==> src/rtl/disp_demux.sv <==
// disp_demux: captures stable digits from a multiplexed active-low 7-seg bus into per-digit registers.
// Optional SSEG_DECODE_EN adds a registered segment-to-hex decoder (hex0..hex3, hex_err).
module disp_demux #(
   parameter int STABLE_CYC = 4
) (
   input  logic       clk,
   input  logic       reset,
   input  logic [3:0] an,
   input  logic [7:0] sseg,
   input  logic       clr,
   output logic [7:0] led0,
   output logic [7:0] led1,
   output logic [7:0] led2,
   output logic [7:0] led3,
   output logic [3:0] dig_vld,
   output logic       frame_tick,
   output logic       an_err
`ifdef SSEG_DECODE_EN
   ,
   output logic [3:0] hex0,
   output logic [3:0] hex1,
   output logic [3:0] hex2,
   output logic [3:0] hex3,
   output logic [3:0] hex_err
`endif
);
   logic [3:0]  ra;
   logic [7:0]  rs;
   logic [11:0] prev;
   logic [7:0]  cnt;
   logic [3:0]  mask;
   logic        same;
   logic        cap;
   logic        legal;
   logic [3:0]  an_n;
   logic [3:0]  sel;
   logic [3:0]  vld_nxt;
   logic [3:0]  mask_nxt;
   logic        tick_nxt;
   always_comb begin
      same     = {ra, rs} == prev;
      cap      = same && cnt == 8'(STABLE_CYC - 2);
      an_n     = ~ra;
      legal    = an_n != 4'd0 && (an_n & (an_n - 4'd1)) == 4'd0;
      sel      = (cap && legal) ? an_n : 4'd0;
      vld_nxt  = clr ? sel : dig_vld | sel;
      mask_nxt = clr ? sel : mask | sel;
      tick_nxt = mask_nxt == 4'hF;
   end
   // prev resets to a value unequal to the reset sample so the reset edge starts a fresh run
   always_ff @(posedge clk) begin
      if (reset) begin
         ra         <= 4'hF;
         rs         <= 8'hFF;
         prev       <= 12'h000;
         cnt        <= 8'd0;
         mask       <= 4'd0;
         led0       <= 8'hFF;
         led1       <= 8'hFF;
         led2       <= 8'hFF;
         led3       <= 8'hFF;
         dig_vld    <= 4'd0;
         frame_tick <= 1'b0;
         an_err     <= 1'b0;
      end else begin
         ra         <= an;
         rs         <= sseg;
         prev       <= {ra, rs};
         cnt        <= !same ? 8'd0 : (cnt == 8'(STABLE_CYC - 1) ? cnt : cnt + 8'd1);
         led0       <= sel[0] ? rs : led0;
         led1       <= sel[1] ? rs : led1;
         led2       <= sel[2] ? rs : led2;
         led3       <= sel[3] ? rs : led3;
         dig_vld    <= vld_nxt;
         mask       <= tick_nxt ? 4'd0 : mask_nxt;
         frame_tick <= tick_nxt;
         an_err     <= cap && !legal;
      end
   end
`ifdef SSEG_DECODE_EN
   // active-low abcdefg patterns for F..0, entry 0 at the LSBs
   localparam logic [111:0] PAT = {7'h38, 7'h30, 7'h42, 7'h31, 7'h60, 7'h08, 7'h04, 7'h00,
                                   7'h0F, 7'h20, 7'h24, 7'h4C, 7'h06, 7'h12, 7'h4F, 7'h01};
   function automatic logic [4:0] dec(input logic [6:0] s);
      logic [4:0] r;
      r = 5'h10;
      for (int i = 0; i < 16; i++)
         if (s == PAT[i*7 +: 7]) r = {1'b0, 4'(i)};
      return r;
   endfunction
   logic [4:0] d;
   always_comb d = dec(rs[6:0]);
   always_ff @(posedge clk) begin
      if (reset) begin
         hex0    <= 4'd0;
         hex1    <= 4'd0;
         hex2    <= 4'd0;
         hex3    <= 4'd0;
         hex_err <= 4'hF;
      end else begin
         hex0    <= sel[0] ? d[3:0] : hex0;
         hex1    <= sel[1] ? d[3:0] : hex1;
         hex2    <= sel[2] ? d[3:0] : hex2;
         hex3    <= sel[3] ? d[3:0] : hex3;
         hex_err <= (hex_err & ~sel) | (sel & {4{d[4]}});
      end
   end
`endif
endmodule

==> config.mk <==
export PLATFORM = sky130hd
export DESIGN_NAME = disp_demux
export DESIGN_NICKNAME = d
export VERILOG_FILES = /design/src/rtl/disp_demux.sv
export SDC_FILE = /design/constraint.sdc
export NUM_CORES = 1
export LEC_CHECK = 0
export ABC_CLOCK_PERIOD_IN_PS = 2300
export CORE_MARGIN = 1.5
export CORE_UTILIZATION = 37
export CTS_BUF_LIST = sky130_fd_sc_hd__clkbuf_2 sky130_fd_sc_hd__clkbuf_4 sky130_fd_sc_hd__clkbuf_8
export CTS_CLUSTER_SIZE = 40
export DETAILED_ROUTE_END_ITERATION = 7
export SLEW_MARGIN = 20
export SYNTH_ARGS = -nofsm -noshare
export SYNTH_HDL_FRONTEND = slang
export SYNTH_SLANG_ARGS = --single-unit
==> constraint.sdc <==
create_clock -name clk -period 2.3 [get_ports clk]
set_input_delay 0.46 -clock clk [delete_from_list [all_inputs] [get_ports clk]]
set_output_delay 0.46 -clock clk [all_outputs]
set_load 0.03 [all_outputs]
Word-level counts from Yosys, hierarchy flattened
Index checks and enable logic that the tools add are counted.
{"block": "totals", "ff_bits": 74, "inputBits": 15, "out_inout_bits": 38, "elab_cells": 35}
{"block": "op_classes", "add_sub_neg": 2, "n_eq_ne": 4, "mux": 3, "n_bitwise": 5, "n_reduce_logical": 9}
{"op": "8-bit by 2-bit == test with 1-bit output, second input constant", "n": 2}
{"op": "12-bit == test", "n": 1}
{"op": "4-bit 2-to-1 mux", "n": 3}
{"op": "8-bit by 1-bit adder with 8-bit output, second input constant", "n": 1}
{"op": "4-bit bitwise OR", "n": 2}
{"op": "4-bit bitwise AND", "n": 1}
{"op": "4-bit == test, second input constant", "n": 1}
{"op": "1-bit logical AND", "n": 4}
{"op": "4-bit zero test", "n": 1}
{"op": "4-bit NOT", "n": 1}
{"op": "4-bit nonzero test", "n": 1}
{"op": "2-bit OR reduction", "n": 2}
{"op": "4-bit by 1-bit subtractor with 4-bit output, second input constant", "n": 1}
{"op": "1-bit zero test", "n": 1}
{"op": "1-bit NOT", "n": 1}

Depth between registers and ports, before layout
Gate-level depths: netlist of the first run.
{"block": "logic_depth", "depth_word": 11, "depth_mapped": 7, "mapped_depth_nobuf": 6}

Worst setup path after synthesis of the first run
OpenSTA, ideal clock, no wires.
{"block": "synth_timing", "kind": "reg2reg", "startpoint": "register cnt[2]", "endpoint": "register led0[0]", "setup_time_ps": 126, "arrival_ps": 1817, "required_ps": 2174, "setup_slack_ps": 357, "stages_incl_launch_ff": 7, "path_buffers": 1, "period_less_slack_ps": 1943, "path_cell_list": "dfxtp_1 or4_4 nor4b_2 nand2_1 or3_1 buf_6 mux2i_1"}
{"block": "synth_via", "elab_chain_len": 4}
{"item": "start, declared", "line_no": "30", "rtl": "logic [7:0] cnt;"}
{"item": "start signal, assigned", "line_no": "69", "rtl": "cnt <= !same ? 8'd0 : (cnt == 8'(STABLE_CYC - 1) ? cnt : cnt + 8'd1);"}
{"item": "8-bit by 2-bit == test with 1-bit output", "line_no": "42", "rtl": "cap = same && cnt == 8'(STABLE_CYC - 2);"}
{"item": "1-bit logical AND", "line_no": "42"}
{"item": "1-bit logical AND", "line_no": "45", "rtl": "sel = (cap && legal) ? an_n : 4'd0;"}
{"item": "4-bit 2-to-1 mux", "line_no": "45"}
{"item": "end signal, assigned", "line_no": "70", "rtl": "led0 <= sel[0] ? rs : led0;"}
{"item": "end, declared", "line_no": "11", "rtl": "output logic [7:0] led0,"}
Every way passes these cells.
A chain may end at the register's enable or synchronous reset.

Final worst setup path of the first run
{"block": "layout_timing", "startpoint": "register cnt[2]", "endpoint": "register led3[7]"}
{"block": "layout_via", "elab_chain_len": 4}
{"item": "8-bit by 2-bit == test with 1-bit output", "line_no": "42"}
{"item": "1-bit logical AND", "line_no": "42"}
{"item": "1-bit logical AND", "line_no": "45"}
{"item": "4-bit 2-to-1 mux", "line_no": "45"}
{"item": "end signal, assigned", "line_no": "73", "rtl": "led3 <= sel[3] ? rs : led3;"}
{"item": "end, declared", "line_no": "14", "rtl": "output logic [7:0] led3,"}
Every way passes these cells.

==> results of run 1 <==
layout by cell type (no fill, tap or decap), drive strengths merged:
cell / n
o211ai: 1
xor2: 17
ha: 2
o31ai: 1
nand3: 7
clkinvlp: 1
or3: 4
dfxtp: 74
nand2: 4
nor2b: 12
bufinv: 2
clkinv: 1
and3: 2
nor4: 3
nor3: 2
or4: 1
nand4b: 2
a21oi: 8
mux2i: 32
a22oi: 2
nand2b: 9
mux2: 1
nor4b: 1
or2: 13
clkbuf: 11
nor2: 50
nor3b: 1
or3b: 1
buf: 7
xnor2: 2
a211oi: 1
o22a: 1
clkdlybuf4s50: 51
inv: 2
registers in the layout, indices dropped and copies added, names as in the netlist:
signal	count
led1	8
led3	8
rs	8
an_err	1
frame_tick	1
prev	12
mask	4
led2	8
cnt	8
dig_vld	4
ra	4
led0	8
tightest hold or removal path: stages, from the launching register on:
cell,delay (ns)
sky130_fd_sc_hd__dfxtp_1,0.31
sky130_fd_sc_hd__nand2b_1,0.06
sky130_fd_sc_hd__a21oi_1,0.06
cell type report:
cell class / instances / share of cell area, %
flip-flops and latches: 74 / 41.0
multi-input cells: 180 / 33.0
repair buffers: 58 / 15.9
clock buffers: 11 / 4.19
well taps: 99 / 3.43
clock inverters: 5 / 2.36
inverters: 1 / 0.104
layer usage:
metal / track usage [%] / wire length (um)
met5: 0 / 0
met4: 6.99 / 81
met3: 5.26 / 226
met2: 22.1 / 2450
met1: 21.0 / 2710
power groups by stage:
stage / clock, W / combinational, W / sequential, W
2_1_floorplan: 0 / 0.0000664 / 0.00135
3_3_place_gp: 0 / 0.000101 / 0.00135
3_5_place_dp: 0 / 0.000102 / 0.00136
4_1_cts: 0.00119 / 0.000103 / 0.00133
5_1_grt: 0.00126 / 0.000115 / 0.00133
6_report: 0.00116 / 0.000103 / 0.00132
path summary, 6_finish.rpt:
kind                                            start               endpoint  slack (ns)  cells past startpoint
worst min register to register  dig_vld[3]$_SDFF_PP0_  dig_vld[3]$_SDFF_PP0_        0.47                      2
worst max register to register    cnt[2]$_SDFFE_PP0P_   led3[7]$_SDFFE_PP1P_        0.13                      6
worst max-delay path              cnt[2]$_SDFFE_PP0P_   led3[7]$_SDFFE_PP1P_        0.13                      6
worst min-delay path            dig_vld[3]$_SDFF_PP0_  dig_vld[3]$_SDFF_PP0_        0.47                      2
repair_timing:
action / CTS / global route
resized for setup: 0 / 1
hold buffers: 0 / 0
buffers inserted: 0 / 0
setup endpoints to repair: 0 / 5
metrics by stage:
stage / hold slack, ns / std cells / total power, W / area (sq um)
6_report: 0.474 / 428 / 0.00259 / 3610
5_1_grt: 0.512 / 428 / 0.00270 / 3610
4_1_cts: 0.475 / 428 / 0.00262 / 3600
3_5_place_dp: 0.462 / 412 / 0.00146 / 3370
3_3_place_gp: 0.463 / 412 / 0.00146 / 3370
2_1_floorplan: 0.471 / 270 / 0.00141 / 2760
logic make-up (layout without fill, tap and decap cells):
group / count (synthesis) / after routing
AOI/OAI and AO/OA: 14 / 14
and+or+nand+nor: 112 / 112
xor gates and xnor gates: 19 / 19
adders and majority gates: 2 / 2
muxes: 33 / 33
DFF: 74 / 74
buffers and inverters: 16 / 75
==> results.py, run 1 <==
metrics = {
    "yosys": {
        "synth.mux.area_fraction_pct": 12.0,
        "synth_common_cells": "sky130_fd_sc_hd__dfxtp_1, sky130_fd_sc_hd__nor2_1, sky130_fd_sc_hd__mux2i_1",
        "synth_top_area_cell": "sky130_fd_sc_hd__dfxtp_1",
        "ys_seq_elements": 74,
        "yosysMostFrequentCell": "sky130_fd_sc_hd__dfxtp_1",
        "yosys_most_used_dff": "sky130_fd_sc_hd__dfxtp_1",
        "synth_adder_area_share_pct": 0.907,
        "synth.area.top_cells": "sky130_fd_sc_hd__dfxtp_1, sky130_fd_sc_hd__mux2i_1, sky130_fd_sc_hd__nor2_1",
        "ys.warnings.count": 0,
        "synth.top_cell.area_share_pct": 53.7,
        "synth-xor-area-share_pct": 6.03,
        "synth_top_family_by_area": "simple AND/OR/NAND/NOR gates",
        "ys_seq_area_share_pct": 53.7,
        "synth_enable_flop_cells": 0,
        "synth_simple_gate_area_share_pct": 20.9,
        "async_set_or_reset_register_ratio_after_synthesis_pct": 0,
        "syn_area_sq_um": 2760,
        "syn_area_per_cell_sq_um": 10.2,
        "mappedNetlistNets": 287,
        "synth_compound_area_share_pct": 3.13,
        "synth_cell_types": 30,
        "gate_count_after_technology_mapping": 270,
    },
    "die": {
        "io_pins": 53,
        "floorplan.core_area_sq_um": 7210,
        "initial_utilization_pct": 38.2,
        "floorplan.die_area_sq_um": 7980,
        "die_height_um": 89.3,
        "std_cell_rows": 31,
        "die_w_um": 89.3,
    },
    "placed_design": {
        "place_worst_setup_slack_ns": 0.174,
        "dp_hpwl_um": 3700,
        "gp_congestion": 0.772,
        "port_buffers": 52,
    },
    "grt": {
        "grt_use_total_pct": 15.4,
        "grt_overflow_total": 0,
        "grt_max_degree": 36,
        "antenna_found_initial": 0,
        "grt_pass1_wl_um": 9120,
        "via_count_of_the_first_global_routing_pass": 1886,
    },
    "detailed_routing": {
        "remaining_drc_errors": 0,
        "routedWlPerCell_um": 12.8,
        "vias": 1933,
        "initialDrtViolationCount": 102,
        "drt_first_pass_iters": 4,
        "route.final.wire_length_um": 5460,
        "drt-vias-per-instance": 4.52,
        "drtAntennaViolNets": 0,
    },
    "finish": {
        "fin_util_pct": 50.1,
        "fillers": 706,
        "seq_area_sq_um": 1480,
        "drive_above_1_share_pct": 12.5,
        "nets": 341,
        "antenna_cells_inserted": 0,
        "multi_input_area_sq_um": 1190,
        "area_growth_syn_to_layout_pct": 30.9,
    },
    "worst_setup_path": {
        "cp.arrival_ns": 2.38,
        "timing.critical_path.slowest_cell_delay_ns": 0.53,
        "crit_path_cell_trace": "or4_4 > nor4b_2 > nand2_1 > or3_1 > buf_4 > mux2i_1",
        "critical_path.top_delay_family": "simple AND/OR/NAND/NOR gates",
        "highest_net_fanout_along_the_worst_path": 10,
        "worst_path_max_delay_cell": "sky130_fd_sc_hd__or4_4",
        "critPathKind": "register to register",
        "worst-endpoint-required_ns": 2.52,
        "timing.critical_path.buf_inv": 1,
        "worstSetupStartpointType": "register",
        "crit_path_end_kind": "register",
    },
    "timing": {
        "hold_viol_final": 0,
        "final-setup-viol-count": 0,
        "max_slew_margin_pct": 67.7,
        "worst-slew-pin-transition_ns": 0.485,
        "period_share_pct": 94.1,
        "fin_crit_ns": 2.17,
        "timing.final.max_slew_violations": 0,
        "maxClockFrequency_ghz": 0.462,
        "fin_ws_ns": 0.135,
        "fin_skew_ns": 0.0103,
        "grt_setup_unrepaired": "false",
        "setup_total_negative_slack_ns": 0,
    },
    "outcome": {
        "status": "completed",
    },
    "clock_network": {
        "cts_inserted_buffers": 9,
        "cts-root-buf": "sky130_fd_sc_hd__clkbuf_8",
        "tritoncts": "done",
        "clock-sinks": 74,
        "htree_levels": 3,
        "cts.reportedPaths.clkPinSlew_ns": 0.08,
        "clockBufferDepth": 2,
        "worstSkewPairLatency_ns": 0.34,
    },
    "power_and_ir_drop": {
        "p_comb_share_pct": 4.0,
        "p_int_w": 0.00204,
        "p_seq_share_pct": 51.2,
        "power.static_leakage_nw": 1.55,
        "p_per_area_nw_per_um2": 716,
        "vdd.ir_drop.worst_mv": 0.338,
        "switchingPower_w": 0.000549,
        "p_sw_share_pct": 21.2,
        "part_of_the_total_power_dissipated_in_the_clock_network_pct": 44.8,
    },
    "run": {
        "maxCapViolations": 0,
    },
    "hold_path": {
        "hold_class": "register to register",
    },
}
Note: power is estimated with default switching activity, not from simulation.
==> run 2, diff against run 1 <==
--- a/config.mk
+++ b/config.mk
@@ -5,12 +5,13 @@
 export SDC_FILE = /design/constraint.sdc
 export NUM_CORES = 1
 export LEC_CHECK = 0
-export ABC_CLOCK_PERIOD_IN_PS = 2300
 export CORE_MARGIN = 1.5
 export CORE_UTILIZATION = 37
 export CTS_BUF_LIST = sky130_fd_sc_hd__clkbuf_2 sky130_fd_sc_hd__clkbuf_4 sky130_fd_sc_hd__clkbuf_8
 export CTS_CLUSTER_SIZE = 40
 export DETAILED_ROUTE_END_ITERATION = 7
+export HOLD_SLACK_MARGIN = 0.15
+export SKIP_CTS_REPAIR_TIMING = 1
 export SLEW_MARGIN = 20
 export SYNTH_ARGS = -nofsm -noshare
 export SYNTH_HDL_FRONTEND = slang
==> results of run 2 <==
The final DEF is identical to that of run 1; final timing and power are the same.
==> run 3, diff against run 2 <==
--- a/config.mk
+++ b/config.mk
@@ -5,6 +5,7 @@
 export SDC_FILE = /design/constraint.sdc
 export NUM_CORES = 1
 export LEC_CHECK = 0
+export CAP_MARGIN = 10
 export CORE_MARGIN = 1.5
 export CORE_UTILIZATION = 37
 export CTS_BUF_LIST = sky130_fd_sc_hd__clkbuf_2 sky130_fd_sc_hd__clkbuf_4 sky130_fd_sc_hd__clkbuf_8
==> results of run 3 <==
The final DEF is identical to that of run 1; final timing and power are the same.
